## config.mk

```make
export PLATFORM = sky130hd
export DESIGN_NAME = mbist_march_seq
export DESIGN_NICKNAME = d
export VERILOG_FILES = /design/src/rtl/mbist_pkg.sv /design/src/rtl/mbist_fail_capture.sv /design/src/rtl/mbist_march_seq.sv
export SDC_FILE = /design/constraint.sdc
export NUM_CORES = 1
export LEC_CHECK = 0
export CELL_PAD_IN_SITES_DETAIL_PLACEMENT = 0
export CELL_PAD_IN_SITES_GLOBAL_PLACEMENT = 1
export CORE_ASPECT_RATIO = 0.75
export CORE_UTILIZATION = 33
export DETAILED_ROUTE_END_ITERATION = 12
export PLACE_DENSITY_LB_ADDON = 0.1
export SYNTH_ARGS = -nofsm -noshare
export SYNTH_HDL_FRONTEND = slang
export SYNTH_SLANG_ARGS = --single-unit
```

## constraint.sdc

```tcl
create_clock -name clk -period 2.2 [get_ports clk]
set_input_delay 0.33 -clock clk [delete_from_list [all_inputs] [get_ports clk]]
set_output_delay 0.33 -clock clk [all_outputs]
set_load 0.02 [all_outputs]
```

## src/rtl/mbist_pkg.sv

```systemverilog
// mbist_pkg: shared encodings for the March C- sequencer.
// No ports: FSM states, element ids M0..M5 and the per-element op table.
package mbist_pkg;

  typedef enum logic [1:0] {
    S_IDLE,
    S_RUN,
    S_FLUSH,
    S_DONE
  } state_t;

  typedef enum logic [2:0] {
    M0 = 3'd0,
    M1 = 3'd1,
    M2 = 3'd2,
    M3 = 3'd3,
    M4 = 3'd4,
    M5 = 3'd5
  } elem_t;

  localparam elem_t LAST_ELEM = M5;

  // rd/wr: which ops the element has (read first when both).
  // rval/wval: background bit expected on read / written.
  typedef struct packed {
    logic down;
    logic rd;
    logic wr;
    logic rval;
    logic wval;
  } elem_op_t;

  function automatic logic elem_down(elem_t e);
    return (e == M3) || (e == M4);
  endfunction

  function automatic elem_op_t elem_op(elem_t e);
    elem_op_t o;
    o = '0;
    o.down = elem_down(e);
    unique case (e)
      M0: {o.rd, o.wr, o.rval, o.wval} = 4'b0100;
      M1: {o.rd, o.wr, o.rval, o.wval} = 4'b1101;
      M2: {o.rd, o.wr, o.rval, o.wval} = 4'b1110;
      M3: {o.rd, o.wr, o.rval, o.wval} = 4'b1101;
      M4: {o.rd, o.wr, o.rval, o.wval} = 4'b1110;
      M5: {o.rd, o.wr, o.rval, o.wval} = 4'b1000;
      default: o = '0;
    endcase
    return o;
  endfunction

endpackage

```

## src/rtl/mbist_fail_capture.sv

```systemverilog
// mbist_fail_capture: read-data comparator with sticky first-fail capture.
// In: read strobe/expect/addr/elem (issue cycle), rdata; out: fail, addr, elem.
module mbist_fail_capture
  import mbist_pkg::*;
#(
  parameter int AWIDTH = 4,
  parameter int DWIDTH = 8
) (
  input  logic              clk,
  input  logic              rst,
  input  logic              i_clr,
  input  logic              i_en,
  input  logic              i_re,
  input  logic              i_exp,
  input  logic [AWIDTH-1:0] i_addr,
  input  elem_t             i_elem,
  input  logic [DWIDTH-1:0] i_rdata,
  output logic              o_fail,
  output logic [AWIDTH-1:0] o_fail_addr,
  output elem_t             o_fail_elem
);

  logic              r_chk;
  logic              r_exp;
  logic [AWIDTH-1:0] r_addr;
  elem_t             r_elem;
  logic              r_fail;
  logic [AWIDTH-1:0] r_fail_addr;
  elem_t             r_fail_elem;
  logic              w_miss;

  // Read tag follows data by one cycle, so a miscompare
  // reports the element of the read even across a wrap.
  always_ff @(posedge clk) begin
    if (rst) begin
      r_chk  <= 1'b0;
      r_exp  <= 1'b0;
      r_addr <= '0;
      r_elem <= M0;
    end else begin
      r_chk  <= i_re;
      r_exp  <= i_exp;
      r_addr <= i_addr;
      r_elem <= i_elem;
    end
  end

  assign w_miss = r_chk & i_en &
                  (i_rdata != {DWIDTH{r_exp}});

  always_ff @(posedge clk) begin
    if (rst || i_clr) begin
      r_fail      <= 1'b0;
      r_fail_addr <= '0;
      r_fail_elem <= M0;
    end else if (w_miss && !r_fail) begin
      r_fail      <= 1'b1;
      r_fail_addr <= r_addr;
      r_fail_elem <= r_elem;
    end
  end

  assign o_fail      = r_fail;
  assign o_fail_addr = r_fail_addr;
  assign o_fail_elem = r_fail_elem;

endmodule

```

## src/rtl/mbist_march_seq.sv

```systemverilog
// mbist_march_seq: March C- memory BIST sequencer, one op per cycle.
// In: clk, rst, test_mode, start, mem_rdata; out: mem_*, busy, done, status, fail info.
module mbist_march_seq
  import mbist_pkg::*;
#(
  parameter int AWIDTH = 4,
  parameter int DWIDTH = 8
) (
  input  logic              clk,
  input  logic              rst,
  input  logic              test_mode,
  input  logic              start,
  output logic [AWIDTH-1:0] mem_addr,
  output logic [DWIDTH-1:0] mem_wdata,
  output logic              mem_we,
  output logic              mem_re,
  input  logic [DWIDTH-1:0] mem_rdata,
  output logic              busy,
  output logic              done,
  output logic              bist_status,
  output logic [AWIDTH-1:0] fail_addr,
  output logic [2:0]        fail_elem
);

  state_t            r_state;
  state_t            w_next;
  logic [AWIDTH-1:0] r_addr;
  elem_t             r_elem;
  elem_t             w_elem_nxt;
  logic              r_ph;
  elem_op_t          w_op;
  logic              w_is_rd;
  logic              w_last_op;
  logic              w_addr_end;
  logic              w_final;
  logic              w_go;
  logic              w_accept;
  logic              w_run;
  logic              w_fail;
  logic [AWIDTH-1:0] w_fail_addr;
  elem_t             w_fail_elem;

  assign w_op       = elem_op(r_elem);
  assign w_is_rd    = w_op.rd & ~r_ph;
  // Phase 1 only exists for read-then-write elements.
  assign w_last_op  = ~(w_op.rd & w_op.wr) | r_ph;
  assign w_addr_end = w_op.down ? (r_addr == '0)
                                : (r_addr == '1);
  assign w_final    = (r_elem == LAST_ELEM) &
                      w_addr_end & w_last_op;
  assign w_go       = start & test_mode;
  assign w_accept   = w_go & ((r_state == S_IDLE) |
                              (r_state == S_DONE));
  assign w_run      = (r_state == S_RUN);
  assign w_elem_nxt = elem_t'(r_elem + 3'd1);

  always_ff @(posedge clk) begin
    if (rst) r_state <= S_IDLE;
    else     r_state <= w_next;
  end

  always_comb begin
    w_next = r_state;
    unique case (r_state)
      S_IDLE, S_DONE: if (w_go) w_next = S_RUN;
      S_RUN: begin
        if (!test_mode)   w_next = S_IDLE;
        else if (w_final) w_next = S_FLUSH;
      end
      S_FLUSH: begin
        if (!test_mode) w_next = S_IDLE;
        else            w_next = S_DONE;
      end
      default: w_next = S_IDLE;
    endcase
  end

  always_ff @(posedge clk) begin
    if (rst || w_accept) begin
      r_addr <= '0;
      r_elem <= M0;
      r_ph   <= 1'b0;
    end else if (w_run) begin
      if (!w_last_op) begin
        r_ph <= 1'b1;
      end else begin
        r_ph <= 1'b0;
        if (w_addr_end) begin
          if (!w_final) begin
            r_elem <= w_elem_nxt;
            r_addr <= elem_down(w_elem_nxt) ? '1 : '0;
          end
        end else if (w_op.down) begin
          r_addr <= r_addr - 1'b1;
        end else begin
          r_addr <= r_addr + 1'b1;
        end
      end
    end
  end

  mbist_fail_capture #(
    .AWIDTH(AWIDTH),
    .DWIDTH(DWIDTH)
  ) u_cap (
    .clk        (clk),
    .rst        (rst),
    .i_clr      (w_accept),
    .i_en       (busy),
    .i_re       (mem_re),
    .i_exp      (w_op.rval),
    .i_addr     (r_addr),
    .i_elem     (r_elem),
    .i_rdata    (mem_rdata),
    .o_fail     (w_fail),
    .o_fail_addr(w_fail_addr),
    .o_fail_elem(w_fail_elem)
  );

  always_comb begin
    mem_we      = w_run & ~w_is_rd;
    mem_re      = w_run & w_is_rd;
    mem_addr    = w_run ? r_addr : '0;
    mem_wdata   = (w_run & ~w_is_rd) ?
                  {DWIDTH{w_op.wval}} : '0;
    busy        = w_run | (r_state == S_FLUSH);
    done        = (r_state == S_DONE);
    bist_status = done & ~w_fail;
    fail_addr   = w_fail_addr;
    fail_elem   = w_fail_elem;
  end

endmodule
```

==> results of run 1 <==
-- cells in the mapped netlist (4+ instances only) --
cell type / count / share of area (%)
nor2_1: 31 / 7.4
dfxtp_1: 27 / 34
ha_1: 12 / 9.6
inv_1: 12 / 2.9
mux2i_1: 11 / 7.0
a21oi_1: 9 / 2.9
buf_4: 7 / 3.3
nand3_1: 7 / 2.2
nand2_1: 6 / 1.4
nor2b_1: 4 / 1.6
nor3_1: 4 / 1.3
o211ai_1: 4 / 1.9
-- cell families (layout without fill, tap and decap cells) --
| logic type | Yosys count | in the layout | synth area share [%] |
|---|---|---|---|
| flip-flops | 27 | 27 | 34.4 |
| adder cells (fa/ha/maj) | 13 | 13 | 10.8 |
| AO/OA/AOI/OAI | 31 | 31 | 15.5 |
| multiplexers | 14 | 14 | 10.3 |
| XOR/XNOR | 3 | 3 | 1.67 |
| AND/OR/NAND/NOR | 63 | 63 | 18.7 |
| buffers and inverters | 25 | 86 | 8.60 |
-- final timing paths --
path | slack [ns] | end | cells past startpoint | start
worst max-delay path | 0.09 | mem_wdata[1] | 7 | r_elem[0]$_SDFFE_PP0P_
worst min-delay path | 0.47 | u_cap.o_fail_addr[1]$_SDFFE_PP0P_ | 2 | u_cap.r_addr[1]$_SDFF_PP0_
worst max register to register | 0.11 | r_addr[3]$_SDFFE_PP0P_ | 11 | r_elem[0]$_SDFFE_PP0P_
worst min register to register | 0.47 | u_cap.o_fail_addr[1]$_SDFFE_PP0P_ | 2 | u_cap.r_addr[1]$_SDFF_PP0_
-- sequential cells by signal, summed over array words and instances (netlist names) --
register	count
u_cap.r_exp	1
u_cap.r_elem	3
r_elem	3
r_state	2
u_cap.o_fail	1
u_cap.o_fail_addr	4
u_cap.o_fail_elem	3
r_addr	4
u_cap.r_chk	1
u_cap.r_addr	4
r_ph	1
-- area by class of cell --
cell class | count | area, um^2
Fill cell | 442 | 2220
Tap cell | 57 | 71.3
Clock buffer | 3 | 41.3
Clock inverter | 1 | 7.51
Inverter | 14 | 55.1
Timing Repair Buffer | 68 | 604
Sequential cell | 27 | 549
Multi-Input combinational cell | 124 | 973
-- what timing repair did --
action	4_1_cts	5_1_grt
endpoints found under the setup margin	18	19
gates resized for setup	22	54
setup buffers	0	2
pin swaps	0	5
hold buffers	0	0
-- critical path, delay by kind of cell (launching register included) --
kind            cells  cell delay [ns]
flops               1             0.37
fa+ha+maj           2             0.38
compound gates      1             0.08
buf+inv             2             0.31
simple gates        2             0.36
-- metrics by stage --
step                instances  cell area, um^2
detailed placement        288             2150
CTS                       292             2220
floorplan                 176             1580
global route              294             2300
finish                    294             2300
global placement          288             2150
-- power groups by stage --
stage                     Combinational (mW)  Clock (mW)  Sequential, mW
after CTS                              0.377       0.299           0.544
after floorplan                        0.230           0           0.548
after detailed placement               0.375           0           0.554
after global routing                   0.412       0.321           0.546
final                                  0.377       0.287           0.541
after global placement                 0.366           0           0.553
-- routing by layer --
layer | wire length (um) | track usage, % | up-vias
met4 | 29 | 3.26 | 0
met5 | 0 | 0 | -
met2 | 1920 | 31.1 | 32
met3 | 195 | 3.07 | 6
met1 | 1920 | 22.1 | 683
li1 | - | - | 725
==> key figures, run 1 <==
Cells and area
  • Share of layout cells above drive strength 1: 31.6%
  • Final Util: 50.9%
  • Diodes inserted: 0
  • Commonest non-fill, non-tap cells in the layout: buf_4, nor2_1, dfxtp_1, clkdlybuf4s50_1
  • Most common cell after layout, fill and taps aside: buf_4
  • Area grow syn2layout: 46.6%
  • Fin nets: 263

Worst setup path
  • CP peak stage delay: 0.37 ns
  • Critical Path Sink Type: primary output
  • Worst-path fanout max: 6
  • Worst setup SP type: register
  • Worst EP arrival: 1.78 ns
  • Slowest cell on crit path: dfxtp_4
  • Critical path class: reg -> out
  • Worst path cell trace: ha_2, ha_2, nor2_4, a21oi_2, nor3_4, buf_6, buf_4
  • CP most frequent cell: ha_2
  • Worst Path Required: 1.87 ns

Drt
  • Drc violations: 0
  • Iter 0 DRT Violations: 13
  • Wirelength per Cell: 13.8 um
  • Via count: 1446
  • DR vias/cell: 4.92
  • Final wirelength: 4060 um
  • ANT nets after route: 0
  • DRT Pass-1 Iters: 4

Logic synthesis
  • Cells after synthesis: 176
  • Top_reg_cell synth: dfxtp_1
  • Number of synthesized flops with an enable pin: 0
  • Synth Area per Inst: 8.92 um^2
  • FFs w/ async S/R, synth: 0%
  • Sequential area share after synthesis: 34.4%
  • Cell Area, Synth: 1570 um^2
  • #FFs+latches synth: 27
  • Synth Net Count: 201
  • Library cells used by synthesis: 43
  • Total number of yosys warnings: 0

Power
  • NetSw: 392 uW
  • Leakage: 1.01 nW
  • Switch share: 32.5%
  • Internal power: 813 uW
  • Clock network power share: 23.8%
  • Register share of total power: 44.9%
  • Peak VDD IR: 0.284 mV
  • Pwr dens: 524 nW/um^2
  • Design Power: 1.21 mW
  • Comb power frac: 31.3%

Timing
  • Worst setup margin: 0.0902 ns
  • Slew headroom: 71.8%
  • Fmax: 474 MHz
  • Layout Skew: 0.00491 ns
  • Final Setup Violations: 0
  • Hold slack: 0.467 ns
  • Final period util: 95.9%
  • Final hold violation count: 0
  • Max Slew Vio Count: 0
  • Tmin final: 2.11 ns
  • Sum of negative setup slack: 0 ns
  • Worst Tran Pin Value: 0.421 ns

Clock tree
  • CTS tree: built
  • Clk root buf: clkbuf_8
  • Clk sinks: 27
  • Clk pin slew, worst setup/hold paths: 0.10 ns
  • Clk_lat worst skew: 0.27 ns
  • Number of H-tree levels: 1
  • Clk buf depth: 2
  • Cts bufs inserted: 3

Global routing
  • Aggregate global-route resource usage: 17.3%
  • Vias in the first global route: 1435
  • First-pass GRT wire length: 6550 um
  • Largest net degree at the start of global routing: 17
  • Grt ovf: 0
  • Initial antenna violation count: 0

Run status
  • Outcome: complete, no violations

Min path
  • Hold Crit Class: reg -> reg

Placement
  • IO buf count: 35
  • HPWL Detailed: 3170 um
  • Post-placement setup slack: -0.168 ns
  • Gpl congestion: 0.860

Die
  • Std cell rows: 21
  • Num ports: 36
  • Core Box Area: 4520 um^2
  • Die H: 61.7 um
  • Initial Utilization: 34.7%
  • Die ar.: 5040 um^2
  • Die width: 81.7 um

Job
  • Max_cap viols: 0
(Power assumes the default switching activity.)
==> run 2: changes to the inputs <==
--- a/config.mk
+++ b/config.mk
@@ -8,9 +8,10 @@
 export CELL_PAD_IN_SITES_DETAIL_PLACEMENT = 0
 export CELL_PAD_IN_SITES_GLOBAL_PLACEMENT = 1
 export CORE_ASPECT_RATIO = 0.75
-export CORE_UTILIZATION = 33
+export CORE_UTILIZATION = 34
 export DETAILED_ROUTE_END_ITERATION = 12
 export PLACE_DENSITY_LB_ADDON = 0.1
 export SYNTH_ARGS = -nofsm -noshare
 export SYNTH_HDL_FRONTEND = slang
+export SYNTH_HIERARCHICAL = 1
 export SYNTH_SLANG_ARGS = --single-unit
==> run 2 against run 1 <==
Net effect: sequential power shrank 4.4%; via count fell by 5.0%; global-route usage is 2.1 points lower; clock skew grew 0.0044 ns; core utilization rose by 2.3 points; largest power group unchanged; non-clock buffer count down 5; area after synthesis up 2.0%; largest cell class unchanged.
==> key figures, run 2 <==
Logic synthesis
  • Cells after synthesis: 173
  • Sequential area share after synthesis: 33.8%
  • Synth Area per Inst: 9.26 um^2
  • #FFs+latches synth: 27
  • Yosys top cell area share: 33.8%
  • Count leader, synth: dfxtp_1
  • Ranking of synthesized cells by area: dfxtp_1, ha_1, nor2b_1
  • Cell Area, Synth: 1600 um^2
  • Dominant cell type by area after synthesis: dfxtp_1
  • Library cells used by synthesis: 50
  • Number of synthesized flops with an enable pin: 0
  • Synth top cells by count: dfxtp_1, nor2_1, ha_1, nor2b_1
  • Synth Net Count: 197
  • Top_reg_cell synth: dfxtp_1
  • FFs w/ async S/R, synth: 0%
  • Total number of yosys warnings: 6

Global routing
  • Grt ovf: 0
  • Largest net degree at the start of global routing: 17
  • First-pass GRT wire length: 5770 um
  • Aggregate global-route resource usage: 15.2%
  • Initial antenna violation count: 0
  • Vias in the first global route: 1250

Cells and area
  • Area of the multi-input gates: 1100 um^2
  • Share of layout cells above drive strength 1: 36.5%
  • Commonest non-fill, non-tap cells in the layout: buf_4, dfxtp_1, clkdlybuf4s50_1, nor2_1
  • Fin nets: 255
  • Final Util: 53.2%
  • Most common cell after layout, fill and taps aside: buf_4
  • Post-Layout Cell Count: 287
  • Fillers: 396
  • Area grow syn2layout: 49.3%
  • Diodes inserted: 0
  • Register area: 548 um^2

Min path
  • Hold depth: 2
  • Hold Crit Class: reg -> reg

Timing
  • Final hold violation count: 0
  • Worst setup margin: 0.0192 ns
  • Final period util: 99.1%
  • Fmax: 459 MHz
  • Worst Tran Pin Value: 0.352 ns
  • RSZ-0062 raised after global routing: yes
  • Layout Skew: 0.00935 ns
  • Slew headroom: 76.6%
  • Max Slew Vio Count: 0
  • Final Setup Violations: 0
  • Tmin final: 2.18 ns

Die
  • Num ports: 36
  • Die ar.: 4990 um^2
  • Std cell rows: 21
  • Die H: 61.4 um
  • Core Box Area: 4490 um^2
  • Initial Utilization: 35.6%
  • Die width: 81.3 um

Worst setup path
  • Worst-path fanout max: 8
  • CP peak stage delay: 0.38 ns
  • Worst EP arrival: 1.85 ns
  • Worst Path Required: 1.87 ns
  • R2r worst-path depth: 8
  • Worst setup SP type: register
  • CP most frequent cell: ha_4
  • CP bufs+invs: 1
  • Critical Path Sink Type: primary output
  • Critical path class: reg -> out
  • WP depth: 7
  • Slowest cell on crit path: dfxtp_4
  • Cell family with most CP delay: simple AND/OR/NAND/NOR gates
  • Worst path cell trace: ha_4, ha_4, nor2_4, a31o_4, and2_4, nor2b_4, buf_6

Power
  • Internal power: 731 uW
  • NetSw: 283 uW
  • Comb power frac: 19.9%
  • Register share of total power: 51.0%
  • Switch share: 27.9%
  • Peak VDD IR: 0.232 mV
  • Clock network power share: 29.2%
  • Design Power: 1.01 mW
  • Leakage: 1.01 nW
  • Pwr dens: 424 nW/um^2

Clock tree
  • Clk_lat worst skew: 0.28 ns
  • CTS tree: built
  • Hold buffer count at cts: 0
  • Clk pin slew, worst setup/hold paths: 0.10 ns
  • Cts bufs inserted: 3
  • Clk buf depth: 2
  • Clk root buf: clkbuf_8
  • Number of H-tree levels: 1
  • Clk sinks: 27

Placement
  • Gpl congestion: 0.798
  • Inst Count DP: 278
  • Post-placement setup slack: -0.174 ns
  • HPWL Detailed: 2840 um
  • IO buf count: 35

Drt
  • DR vias/cell: 4.79
  • Final wirelength: 3720 um
  • Wirelength per Cell: 13.0 um
  • DRT Pass-1 Iters: 4
  • ANT nets after route: 0
  • Drc violations: 0
  • Via count: 1374
  • Iter 0 DRT Violations: 15

Run status
  • Outcome: complete, no violations

Job
  • Max_cap viols: 0
==> run 2: worst paths after layout <==
| kind | startpoint | to | slack, ns |
|---|---|---|---|
| hold reg to reg | u_cap/r_elem[0]$_SDFF_PP0_ | u_cap/o_fail_elem[0]$_SDFFE_PP0P_ | 0.46 |
| setup reg to reg | r_elem[0]$_SDFFE_PP0P_ | r_elem[2]$_SDFFE_PP0P_ | 0.04 |
| hold / removal | u_cap/r_elem[0]$_SDFF_PP0_ | u_cap/o_fail_elem[0]$_SDFFE_PP0P_ | 0.46 |
| setup / recovery | r_elem[1]$_SDFFE_PP0P_ | mem_wdata[6] | 0.02 |
==> run 2: logic make-up (layout without fill, tap and decap cells) <==
logic type / Yosys count / in the layout / synth area share [%]
xor+xnor: 4 / 4 / 2.19
fa+ha+maj: 12 / 12 / 9.84
mux: 5 / 5 / 3.44
compound gates: 42 / 42 / 22.2
buf+inv: 20 / 77 / 6.87
simple gates: 63 / 63 / 21.7
flops: 27 / 27 / 33.8
==> run 2: area by class of cell <==
| class | instances | share of cell area, % |
|---|---|---|
| timing repair buffer | 63 | 24.4 |
| inverter | 10 | 1.78 |
| clock buffer | 3 | 1.73 |
| sequential | 27 | 22.9 |
| tap | 57 | 2.98 |
| clock inverter | 1 | 0.314 |
| multi-input combinational | 126 | 45.9 |
==> run 2: power groups by stage <==
stage / clock (mW) / combinational [mW] / sequential (mW)
after floorplan: 0 / 0.113 / 0.529
after global placement: 0 / 0.189 / 0.529
after detailed placement: 0 / 0.192 / 0.530
after CTS: 0.308 / 0.191 / 0.519
after global routing: 0.328 / 0.221 / 0.519
final: 0.296 / 0.202 / 0.517
==> run 2: timing repair <==
action	4_1_cts	5_1_grt
pin swaps	0	12
setup endpoints to repair	16	24
setup buffers	0	5
resized for setup	47	50
==> run 2: worst reg2reg max path, delay by kind of cell, from the launching register on <==
family / cells / cell delay (ns)
buffers and inverters: 2 / 0.24
AND/OR/NAND/NOR: 2 / 0.78
flip-flops: 1 / 0.37
AO/OA/AOI/OAI: 3 / 0.55
adder cells (fa/ha/maj): 1 / 0.17
==> run 2: metal layers <==
metal	GRT usage, %	wire [um]
met2	26.2	1710
met4	3.06	36
met1	19.3	1790
met3	4.15	182
met5	0	0
==> run 2: through the flow <==
stage               cell area (um^2)  hold WS [ns]  setup TNS (ns)
finish                          2390         0.456               0
global route                    2390         0.470          -0.531
CTS                             2150         0.459        -0.00545
detailed placement              2130         0.444           -1.46
global placement                2130         0.440          -0.747
floorplan                       1610         0.428               0
